`src/rtl/ycr_wb2dmem.sv`:
```
// ycr_wb2dmem: Wishbone classic slave to core-style DMEM initiator bridge.
// Replays one Wishbone cycle as a DMEM req/ack + resp transaction, converting
// byte selects into width/offset and realigning write and read data.
`timescale 1ns/1ps

`ifndef YCR_DMEM_AWIDTH
`define YCR_DMEM_AWIDTH 32
`endif
`ifndef YCR_DMEM_DWIDTH
`define YCR_DMEM_DWIDTH 32
`endif

module ycr_wb2dmem #(
  parameter int unsigned REQ_TIMEOUT = 255
) (
  input  logic                          clk,
  input  logic                          rst_n,
  input  logic                          wbs_cyc_i,
  input  logic                          wbs_stb_i,
  input  logic                          wbs_we_i,
  input  logic [31:0]                   wbs_adr_i,
  input  logic [31:0]                   wbs_dat_i,
  input  logic [3:0]                    wbs_sel_i,
  output logic [31:0]                   wbs_dat_o,
  output logic                          wbs_ack_o,
  output logic                          wbs_err_o,
  output logic                          dmem_req,
  output logic                          dmem_cmd,
  output logic [1:0]                    dmem_width,
  output logic [`YCR_DMEM_AWIDTH-1:0]   dmem_addr,
  output logic [`YCR_DMEM_DWIDTH-1:0]   dmem_wdata,
  input  logic                          dmem_req_ack,
  input  logic [`YCR_DMEM_DWIDTH-1:0]   dmem_rdata,
  input  logic [1:0]                    dmem_resp
);

  localparam int AW = `YCR_DMEM_AWIDTH;
  localparam int DW = `YCR_DMEM_DWIDTH;

  localparam logic [1:0] WIDTH_BYTE  = 2'b00;
  localparam logic [1:0] WIDTH_HWORD = 2'b01;
  localparam logic [1:0] WIDTH_WORD  = 2'b10;

  localparam logic [1:0] RESP_OK = 2'b01;
  localparam logic [1:0] RESP_ER = 2'b10;

  // Last count value before the request is abandoned (request held REQ_TIMEOUT cycles)
  localparam logic [7:0] CNT_LAST = 8'(REQ_TIMEOUT - 32'd1);

  typedef enum logic [1:0] {
    ST_IDLE = 2'd0,
    ST_REQ  = 2'd1,
    ST_RESP = 2'd2,
    ST_DONE = 2'd3
  } state_t;

  state_t r_state, w_state;
  logic [7:0]    r_cnt, w_cnt;
  logic          r_abort, w_abort;
  logic [1:0]    r_off, w_off;
  logic          w_req, w_cmd, w_ack, w_err;
  logic [1:0]    w_width;
  logic [AW-1:0] w_addr;
  logic [DW-1:0] w_wdata;
  logic [31:0]   w_dat;
  logic [4:0]    w_dec;
  logic [1:0]    w_unused_adr;

  // Map a byte-select pattern to {legal, width, offset}
  function automatic logic [4:0] sel_decode(input logic [3:0] sel);
    logic [4:0] d;
    case (sel)
      4'b0001: d = {1'b1, WIDTH_BYTE,  2'd0};
      4'b0010: d = {1'b1, WIDTH_BYTE,  2'd1};
      4'b0100: d = {1'b1, WIDTH_BYTE,  2'd2};
      4'b1000: d = {1'b1, WIDTH_BYTE,  2'd3};
      4'b0011: d = {1'b1, WIDTH_HWORD, 2'd0};
      4'b1100: d = {1'b1, WIDTH_HWORD, 2'd2};
      4'b1111: d = {1'b1, WIDTH_WORD,  2'd0};
      default: d = {1'b0, WIDTH_BYTE,  2'd0};
    endcase
    return d;
  endfunction

  assign w_dec        = sel_decode(wbs_sel_i);
  assign w_unused_adr = wbs_adr_i[1:0];

  // Next-state and next-output logic; every register holds unless changed below
  always_comb begin
    w_state = r_state;
    w_cnt   = r_cnt;
    w_abort = r_abort;
    w_off   = r_off;
    w_req   = dmem_req;
    w_cmd   = dmem_cmd;
    w_width = dmem_width;
    w_addr  = dmem_addr;
    w_wdata = dmem_wdata;
    w_dat   = wbs_dat_o;
    w_ack   = 1'b0;
    w_err   = 1'b0;
    case (r_state)
      ST_IDLE: begin
        w_abort = 1'b0;
        if (wbs_cyc_i && wbs_stb_i) begin
          if (w_dec[4]) begin
            w_cmd   = wbs_we_i;
            w_width = w_dec[3:2];
            w_off   = w_dec[1:0];
            w_addr  = {wbs_adr_i[AW-1:2], w_dec[1:0]};
            w_wdata = DW'(wbs_dat_i >> {w_dec[1:0], 3'b000});
            w_req   = 1'b1;
            w_cnt   = 8'd0;
            w_state = ST_REQ;
          end else begin
            w_err   = 1'b1;
            w_state = ST_DONE;
          end
        end else begin
          w_state = ST_IDLE;
        end
      end
      ST_REQ: begin
        if (dmem_req_ack) begin
          // Responder has committed; a late cycle drop is remembered as an abort
          w_req   = 1'b0;
          w_abort = ~wbs_cyc_i;
          w_state = ST_RESP;
        end else if (!wbs_cyc_i) begin
          w_req   = 1'b0;
          w_state = ST_IDLE;
        end else if (r_cnt == CNT_LAST) begin
          w_req   = 1'b0;
          w_err   = 1'b1;
          w_state = ST_DONE;
        end else begin
          w_cnt = r_cnt + 8'd1;
        end
      end
      ST_RESP: begin
        w_abort = r_abort | ~wbs_cyc_i;
        case (dmem_resp)
          RESP_OK: begin
            if (!w_abort) begin
              if (!dmem_cmd) begin
                w_dat = 32'(dmem_rdata << {r_off, 3'b000});
              end else begin
                w_dat = wbs_dat_o;
              end
              w_ack   = 1'b1;
              w_state = ST_DONE;
            end else begin
              w_state = ST_IDLE;
            end
          end
          RESP_ER: begin
            if (!w_abort) begin
              w_err   = 1'b1;
              w_state = ST_DONE;
            end else begin
              w_state = ST_IDLE;
            end
          end
          default: w_state = ST_RESP;
        endcase
      end
      ST_DONE: w_state = ST_IDLE;
      default: w_state = ST_IDLE;
    endcase
  end

  // State register and registered outputs, cleared asynchronously by rst_n
  always_ff @(posedge clk or negedge rst_n) begin
    if (!rst_n) begin
      r_state    <= ST_IDLE;
      r_cnt      <= 8'd0;
      r_abort    <= 1'b0;
      r_off      <= 2'd0;
      dmem_req   <= 1'b0;
      dmem_cmd   <= 1'b0;
      dmem_width <= 2'd0;
      dmem_addr  <= '0;
      dmem_wdata <= '0;
      wbs_dat_o  <= 32'd0;
      wbs_ack_o  <= 1'b0;
      wbs_err_o  <= 1'b0;
    end else begin
      r_state    <= w_state;
      r_cnt      <= w_cnt;
      r_abort    <= w_abort;
      r_off      <= w_off;
      dmem_req   <= w_req;
      dmem_cmd   <= w_cmd;
      dmem_width <= w_width;
      dmem_addr  <= w_addr;
      dmem_wdata <= w_wdata;
      wbs_dat_o  <= w_dat;
      wbs_ack_o  <= w_ack;
      wbs_err_o  <= w_err;
    end
  end

endmodule
```
`config.mk`:
```
export PLATFORM = sky130hd
export DESIGN_NAME = ycr_wb2dmem
export DESIGN_NICKNAME = d
export VERILOG_FILES = /design/src/rtl/ycr_wb2dmem.sv
export SDC_FILE = /design/constraint.sdc
export NUM_CORES = 1
export LEC_CHECK = 0
export BUFFER_PORTS_ARGS = -buffer_cell sky130_fd_sc_hd__buf_2
export CAP_MARGIN = 0
export CORE_ASPECT_RATIO = 2
export CORE_MARGIN = 3
export CORE_UTILIZATION = 45
export CTS_CLUSTER_SIZE = 24
export DETAILED_ROUTE_END_ITERATION = 10
export PLACE_DENSITY_LB_ADDON = 0.05
export SETUP_SLACK_MARGIN = 0.15
export SYNTH_ARGS = -nofsm -noshare
export SYNTH_HDL_FRONTEND = slang
export SYNTH_SLANG_ARGS = --single-unit
```
`constraint.sdc`:
```
create_clock -name clk -period 2.3 [get_ports clk]
set_clock_uncertainty 0.15 [all_clocks]
set_input_delay 0.23 -clock clk [delete_from_list [all_inputs] [get_ports clk]]
set_output_delay 0.23 -clock clk [all_outputs]
set_load 0.1 [all_outputs]
```
# After elaboration in Yosys (flattened, before gate mapping)

Index checks and enable logic that the tools add are counted.

Register bits after elaboration: 115
Input port bits: 108
Logic and storage cells: 82

$add $sub $neg: 1
Equality and inequality tests: 20
Shift-type cells: 2
Mux-type cells: 33
Bitwise operators: 4
Reduce and logical (&&, ||, !) cells: 10

Operator list:

| kind                | count |
|---|---|
| $mux 8              | 5 |
| $pmux 5 s7          | 1 |
| $shl 32x5->32       | 1 |
| $shr 32x5->32       | 1 |
| $pmux 8 s2          | 1 |
| $mux 1              | 15 |
| $mux 2              | 7 |
| $eq 4x4->1 const B  | 3 |
| $ne 2x2->1 const B  | 6 |
| $add 8x1->8 const B | 1 |
| $eq 4x2->1 const B  | 2 |
| $eq 8x8->1 const B  | 1 |
| $pmux 2 s4          | 1 |
| $reduce_and 4->1    | 2 |
| $eq 2x2->1 const B  | 3 |
| $pmux 1 s3          | 2 |
| $reduce_and 6->1    | 1 |
| $eq 2x1->1 const B  | 2 |
| $eq 4x1->1 const B  | 1 |
| $eq 4x3->1 const B  | 1 |
| $ne 4x4->1 const B  | 1 |
| $not 1->1           | 3 |
| $reduce_and 3->1    | 1 |
| $reduce_bool 3->1   | 1 |
| 7 further kinds     | 7 |

# Depth between registers and ports, before layout

Gate-level depths: netlist (run 1).

Depth in word-level cells: 5
Gate-level depth with buffers: 9
Mapped depth without buffers: 7

# Least setup slack after synthesis (run 1)

No wires, ideal clock.

Path type: register -> register
From: register, netlist name dmem_addr[0]
To: register wbs_dat_o[16]
Library setup time: 0.133 ns
Arrival: 2.055 ns
Data required time: 2.017 ns
Setup slack: -0.038 ns
Cell stages (with the launch flop): 8
Buffers on the path: 3
Clock period less this slack: 2.338 ns
Path through: dfrtp_1 > clkbuf_1 > buf_4 > buf_4 > mux2i_1 > nor2_1 > a21oi_1 > o21ai_0

RTL lines:

| item                   | RTL line | text |
|---|---|---|
| end signal: assignment | 197      | `wbs_dat_o <= w_dat;` |
| end: declaration       | 24       | `output logic [31:0] wbs_dat_o,` |

# Worst setup path after layout (run 1)

From: register r_state[0]
To: register dmem_wdata[3]

Longest elaborated chain between the ends: 2

Ends and longest elaborated chain:

| item                       | RTL line | text |
|---|---|---|
| start: declaration         | 57       | `state_t r_state, w_state;` |
| start signal: assignment   | 188      | `r_state <= w_state;` |
| $logic_not 2->1            | 102      | `case (r_state)` |
| $reduce_and 3->1 (no line) | n/a      |  |
| end signal: assignment     | 196      | `dmem_wdata <= w_wdata;` |
| end: declaration           | 31       | `` output logic [`YCR_DMEM_DWIDTH-1:0] dmem_wdata, `` |

Every way passes these cells.
A chain may end at the register's enable or synchronous reset.

==> reports/metrics.yaml, run 1 <==
critical_path:
  start_kind: "flop"
  cpPeakStageDelay_ps: 400
  crit_required_ps: 2460
  worst_setup_path_end_kind: "flop"
  cp_max_fo: 8
  path_class: "reg -> reg"
  cpMaxStageDelayCell: "dfrtp_1"
  cp.arrival_ps: 2170
  cp_cell_sequence: "inv_1 -> ha_1 -> and3_1 -> buf_4 -> nand3_1 -> o221ai_1"
  r2r_slack_ps: 280
floorplanning:
  dieWidth_um: 84.39
  die_area_um2: 13740
  coreArea_um2: 11840
  pin_count: 210
  start_util_pct: 46.70
  chipHeight_um: 162.8
  rows: 56
run:
  cap_violations: 0
drt:
  routedWlPerCell_um: 17.24
  num_vias: 4999
  viasPerCell: 5.387
  dr.pass1.iters: 4
  drtIter0Drc: 177
  drc: 0
  drt-total-wl_um: 16000
  drtAntennaViolNets: 0
timing:
  rsz0062_at_grt: "yes"
  relSlewSlack_pct: 47.10
  timing.fmax_mhz: 496.3
  tns_ps: 0
  worst_hold_slack_ps: 14.62
  worst-slew-pin-transition_ps: 793.5
  setup_violations: 0
  hold_viol: 0
  min_period_ps: 2015
  fin_crit_sh_pct: 87.61
  final_max_slew_viol_count: 0
global_routing:
  globalRouteOverflowTotal: 0
  grt_busiest_layer: "met2"
  grt_max_degree: 114
  track_usage_pct: 23.34
  grt_pass1_vias: 5223
  use_met3_pct: 4.911
  use_met1_pct: 25.64
  use_met2_pct: 42.73
  grt_antenna_before_repair: 0
  grt_pass1_wl_um: 25640
finish:
  fin_util_pct: 66.56
  drive_gt1_share_pct: 38.95
  multi_input_area_um2: 2484
  final_nets: 886
  ff_latch_area_um2: 2829
  nFillCells: 960
  syn_to_final_growth_pct: 42.51
  n_antenna_cell: 0
yosys:
  synth_cells: 511
  synth-seq-area-share_pct: 51.13
  ys_types: 50
  synth-async-reset-ratio_pct: 100.0
  postSynthAreaPerCell_um2: 10.82
  synth_edf_count: 0
  synth.net_count: 627
  ys_warn_count: 0
  syn_area_um2: 5530
  ys_ff_latch: 113
  synthFlopType: "dfrtp_1"
clock_tree:
  cts_buffer_depth: 2
  post-cts-setup-buffer-count: 0
  clock-sinks: 113
  clkTransAtPathRegs_ps: 60
  cts_root_buf: "clkbuf_16"
  clock_latency_ps: 400
  cts.htree.levels: 4
  cts_tree: "done"
  cts_made_buffers: 17
place:
  routabilityCongestion: 0.8807
  port_buffers: 207
  dp_hpwl_um: 11360
status:
  status: "finished clean"
min_path:
  holdCritPathClass: "in -> reg"
==> kinds of logic (layout without fill, tap and decap cells) <==
logic type	Yosys count	after routing	synth area share (%)
buffers and inverters	43	315	4.140
and+or+nand+nor	139	139	11.81
muxes	72	72	13.91
adders and majority gates	8	8	1.810
DFF	113	113	51.13
AOI/OAI and AO/OA	134	134	16.88
xor gates and xnor gates	2	2	0.3168
==> stage by stage <==
step,cells,instance area (um^2),worst slack [ps]
final,928,7881,284.9
after global routing,928,7881,148.9
after CTS,928,7874,169.2
after detailed placement,847,6756,169.0
after global placement,847,6756,215.8
after floorplan,511,5532,197.4
==> Yosys cell counts, types with 2 or more instances <==
cell type	number	share of area (%)
dfrtp_1	113	51
nand2_1	80	5.4
mux2_2	39	7.9
mux2i_1	33	6.0
o21ai_0	33	3.0
a21oi_1	27	2.4
nor2_1	17	1.2
clkbuf_1	13	0.88
a211oi_1	11	1.5
nor2b_1	11	1.2
o31ai_1	10	1.4
a22o_1	9	1.4
inv_1	9	0.61
a221o_1	8	1.4
buf_2	8	0.72
ha_1	8	1.8
o221ai_1	8	1.3
buf_4	7	0.95
nand3_1	7	0.63
and3_1	6	0.68
nand4_1	5	0.57
a21boi_0	4	0.54
buf_6	4	0.81
a2bb2oi_1	3	0.48
a31oi_1	3	0.34
o22a_1	3	0.48
a211o_1	2	0.32
a21o_1	2	0.27
a41oi_2	2	0.59
and4_1	2	0.32
nand2b_1	2	0.23
nor3_1	2	0.18
o32ai_1	2	0.32
xnor2_1	2	0.32
==> layout by cell type (no fill, tap or decap), drive strengths merged, types with 9 or more instances in the layout <==
cell and count:
dfrtp 113, nor2 17, a21oi 28, dlygate4sd3 49, nor2b 11, inv 10, a211oi 11, nand2 80
o21ai 33, clkbuf 19, buf 225, mux2i 33, o31ai 10, mux2 39, a22o 9
==> layout make-up <==
class                   count  share of cell area (%)
clock buffers              19                   5.620
clock inverters            13                   2.334
inverters                   9                  0.4286
multi-input cells         355                   31.51
flip-flops and latches    113                   35.89
well taps                 145                   2.302
repair buffers            274                   21.91
==> worst paths after layout <==
path | from | endpoint | cells past startpoint
setup / recovery | r_state[0] | dmem_wdata[3] | 6
hold / removal | wbs_dat_i[22] | dmem_wdata[22] | 3
setup reg to reg | r_state[0] | dmem_wdata[3] | 6
hold reg to reg | dmem_wdata[23] | dmem_wdata[23] | 2
max in group asynchronous | rst_n | r_cnt[6] | 3
min in group asynchronous | rst_n | wbs_dat_o[13] | 3
==> critical path: cells and delay by family (launching register included) <==
kind | cells | cell delay [ps]
AND/OR/NAND/NOR | 2 | 530
buffers and inverters | 2 | 260
adder cells (fa/ha/maj) | 1 | 270
AO/OA/AOI/OAI | 1 | 310
flip-flops | 1 | 400
==> layer usage <==
layer | wire length, um | vias to the layer above
li1 | - | 2370
met1 | 6004 | 2413
met2 | 8780 | 181
met3 | 711 | 35
met4 | 501 | 0
met5 | 0 | -
==> state kept, by name (all words and copies together), names as in the netlist, 2 cells and up <==
register / flops
dmem_wdata: 32
r_cnt: 8
dmem_addr: 32
dmem_width: 2
wbs_dat_o: 32
r_state: 2
==> what timing repair did <==
| action | in CTS | in global routing |
|---|---|---|
| endpoints found under the setup margin | 0 | 29 |
| gates resized for setup | 0 | 2 |
| hold buffers | 49 | 0 |
| endpoints found under the hold margin | 170 | 0 |
Power of run 1 is left out: the tool's default activity adds up to more than one toggle a clock period on the data nets, which glitch-free logic cannot reach.
==> run 2, diff against run 1 <==
--- a/config.mk
+++ b/config.mk
@@ -5,6 +5,7 @@
 export SDC_FILE = /design/constraint.sdc
 export NUM_CORES = 1
 export LEC_CHECK = 0
+export ABC_CLOCK_PERIOD_IN_PS = 2300
 export BUFFER_PORTS_ARGS = -buffer_cell sky130_fd_sc_hd__buf_2
 export CAP_MARGIN = 0
 export CORE_ASPECT_RATIO = 2
@@ -12,7 +13,7 @@
 export CORE_UTILIZATION = 45
 export CTS_CLUSTER_SIZE = 24
 export DETAILED_ROUTE_END_ITERATION = 10
-export PLACE_DENSITY_LB_ADDON = 0.05
+export PLACE_DENSITY = 0.74
 export SETUP_SLACK_MARGIN = 0.15
 export SYNTH_ARGS = -nofsm -noshare
 export SYNTH_HDL_FRONTEND = slang
==> reports/metrics.yaml, run 2 (synthesis results as in run 1) <==
timing:
  hold_viol: 0  # unchanged
  timing.fmax_mhz: 477.6  # was 496.3 MHz
  min_period_ps: 2094  # was 2015 ps
  final_max_slew_viol_count: 0  # unchanged
  relSlewSlack_pct: 48.32  # was 47.10%
  worst-slew-pin-transition_ps: 775.2  # was 793.5 ps
  tns_ps: 0  # unchanged
  setup_violations: 0  # unchanged
  fin_crit_sh_pct: 91.04  # was 87.61%
  worst_hold_slack_ps: 16.80  # was 14.62 ps
  rsz0062_at_grt: "no"  # was yes
status:
  status: "finished clean"  # unchanged
place:
  port_buffers: 207  # unchanged
  routabilityCongestion: 0.9350  # was 0.8807
  dp_hpwl_um: 12870  # was 11360 um
drt:
  met1Wirelength_um: 5862  # was 6004 um
  routedWlPerCell_um: 19.06  # was 17.24 um
  viasPerCell: 5.598  # was 5.387
  drc: 0  # unchanged
  drt-total-wl_um: 17720  # was 16000 um
  wl_met2_um: 9901  # was 8780 um
  num_vias: 5206  # was 4999
  top_layer: "met4"  # unchanged
  drtIter0Drc: 275  # was 177
  dr.pass1.iters: 5  # was 4
  met3_wirelength_um: 1033  # was 711 um
  drtAntennaViolNets: 0  # unchanged
finish:
  final_common_cell: "buf_2"  # unchanged
  reg_top3: "dmem_addr (32), dmem_wdata (32), wbs_dat_o (32)"  # unchanged
  multi_input_area_um2: 2490  # was 2484 um^2
  nFillCells: 888  # was 960
  ff_latch_area_um2: 2831  # was 2829 um^2
  drive_gt1_share_pct: 39.08  # was 38.95%
  syn_to_final_growth_pct: 42.10  # was 42.51%
  most-common-layout-cells: "buf_2, dfrtp_1, nand2_1, dlygate4sd3_1, mux2_2"  # unchanged
  final_nets: 888  # was 886
global_routing:
  grt_pass1_wl_um: 27160  # was 25640 um
  globalRouteOverflowTotal: 0  # unchanged
  track_usage_pct: 25.24  # was 23.34%
  grt_pass1_vias: 5404  # was 5223
  grt_antenna_before_repair: 2  # was 0
  grt_max_degree: 64  # was 114
critical_path:
  crit_required_ps: 2400  # was 2460 ps
  worst_setup_path_end_kind: "flop"  # unchanged
  cp_cell_sequence: "inv_1 -> ha_1 -> nand3b_1 -> a41o_1 -> o21ai_0 -> a31oi_1"  # was inv_1 -> ha_1 -> and3_1 -> buf_4 -> nand3_1 -> o221ai_1
  cp.arrival_ps: 2200  # was 2170 ps
  start_kind: "flop"  # unchanged
  cpMaxStageDelayCell: "o21ai_0"  # was dfrtp_1
  path_class: "reg -> reg"  # unchanged
  cp_max_fo: 7  # was 8
  cpPeakStageDelay_ps: 460  # was 400 ps
clock_tree:
  cts_tree: "done"  # unchanged
  clock_latency_ps: 400  # about the same
  clock-sinks: 113  # unchanged
  cts_root_buf: "clkbuf_16"  # unchanged
  cts_made_buffers: 17  # unchanged
  clkTransAtPathRegs_ps: 50  # was 60 ps
  cts_buffer_depth: 2  # unchanged
  cts.htree.levels: 4  # unchanged
run:
  cap_violations: 0  # unchanged
floorplanning:
  rows: 56  # unchanged
  dieWidth_um: 84.39  # unchanged
  chipHeight_um: 162.8  # unchanged
  start_util_pct: 46.70  # unchanged
  pin_count: 210  # unchanged
  coreArea_um2: 11840  # unchanged
  die_area_um2: 13740  # unchanged
min_path:
  holdCritPathClass: "in -> reg"  # unchanged
==> run 2: per-layer routing <==
metal,up-vias,GRT usage [%]
li1,2372,-
met2,253,47.55
met5,-,0
met1,2509,25.50
met3,72,5.114
met4,0,13.40
==> run 2: per-stage QoR <==
stage          area [um^2]  setup slack, ps  utilization (%)  std cells
2_1_floorplan         5532            197.4                -        511
3_3_place_gp          6731            222.5            56.85        847
3_5_place_dp          6731            152.9            56.85        847
4_1_cts               7825            229.9            66.08        926
5_1_grt               7859            147.0            66.37        930
6_report              7859            206.1            66.37        930
==> run 2: final timing paths <==
| check | startpoint | endpoint | slack [ps] | cells past startpoint |
|---|---|---|---|---|
| worst max-delay path | r_state[1] | r_cnt[0] | 210 | 6 |
| worst min-delay path | wbs_dat_i[6] | dmem_wdata[6] | 20 | 3 |
| worst max register to register | r_state[1] | r_cnt[0] | 210 | 6 |
| worst min register to register | wbs_dat_o[14] | wbs_dat_o[14] | 330 | 2 |
| max in group asynchronous | rst_n | dmem_wdata[0] | 1200 | 3 |
| min in group asynchronous | rst_n | wbs_dat_o[21] | 150 | 2 |
==> run 2: cell type report <==
| type | instances | share of cell area [%] |
|---|---|---|
| antenna | 2 | 0.06368 |
| timing repair buffer | 276 | 21.84 |
| clock buffer | 20 | 5.939 |
| sequential | 113 | 36.03 |
| multi-input combinational | 355 | 31.68 |
| inverter | 9 | 0.4299 |
| clock inverter | 10 | 1.704 |
| tap | 145 | 2.309 |
==> run 2: what timing repair did <==
item / CTS / global route
setup endpoints to repair: 1 / 5
endpoints found under the hold margin: 83 / 0
resized for setup: 1 / 2
hold buffers: 49 / 0
buffers inserted: 0 / 2
pin swaps: 0 / 0
==> run 2: critical path, delay by kind of cell (launching register included) <==
kind | cells | cell delay [ps]
buf+inv | 1 | 100
simple gates | 1 | 160
flops | 1 | 420
compound gates | 3 | 950
fa+ha+maj | 1 | 180
Power of run 2 is left out for the same reason.
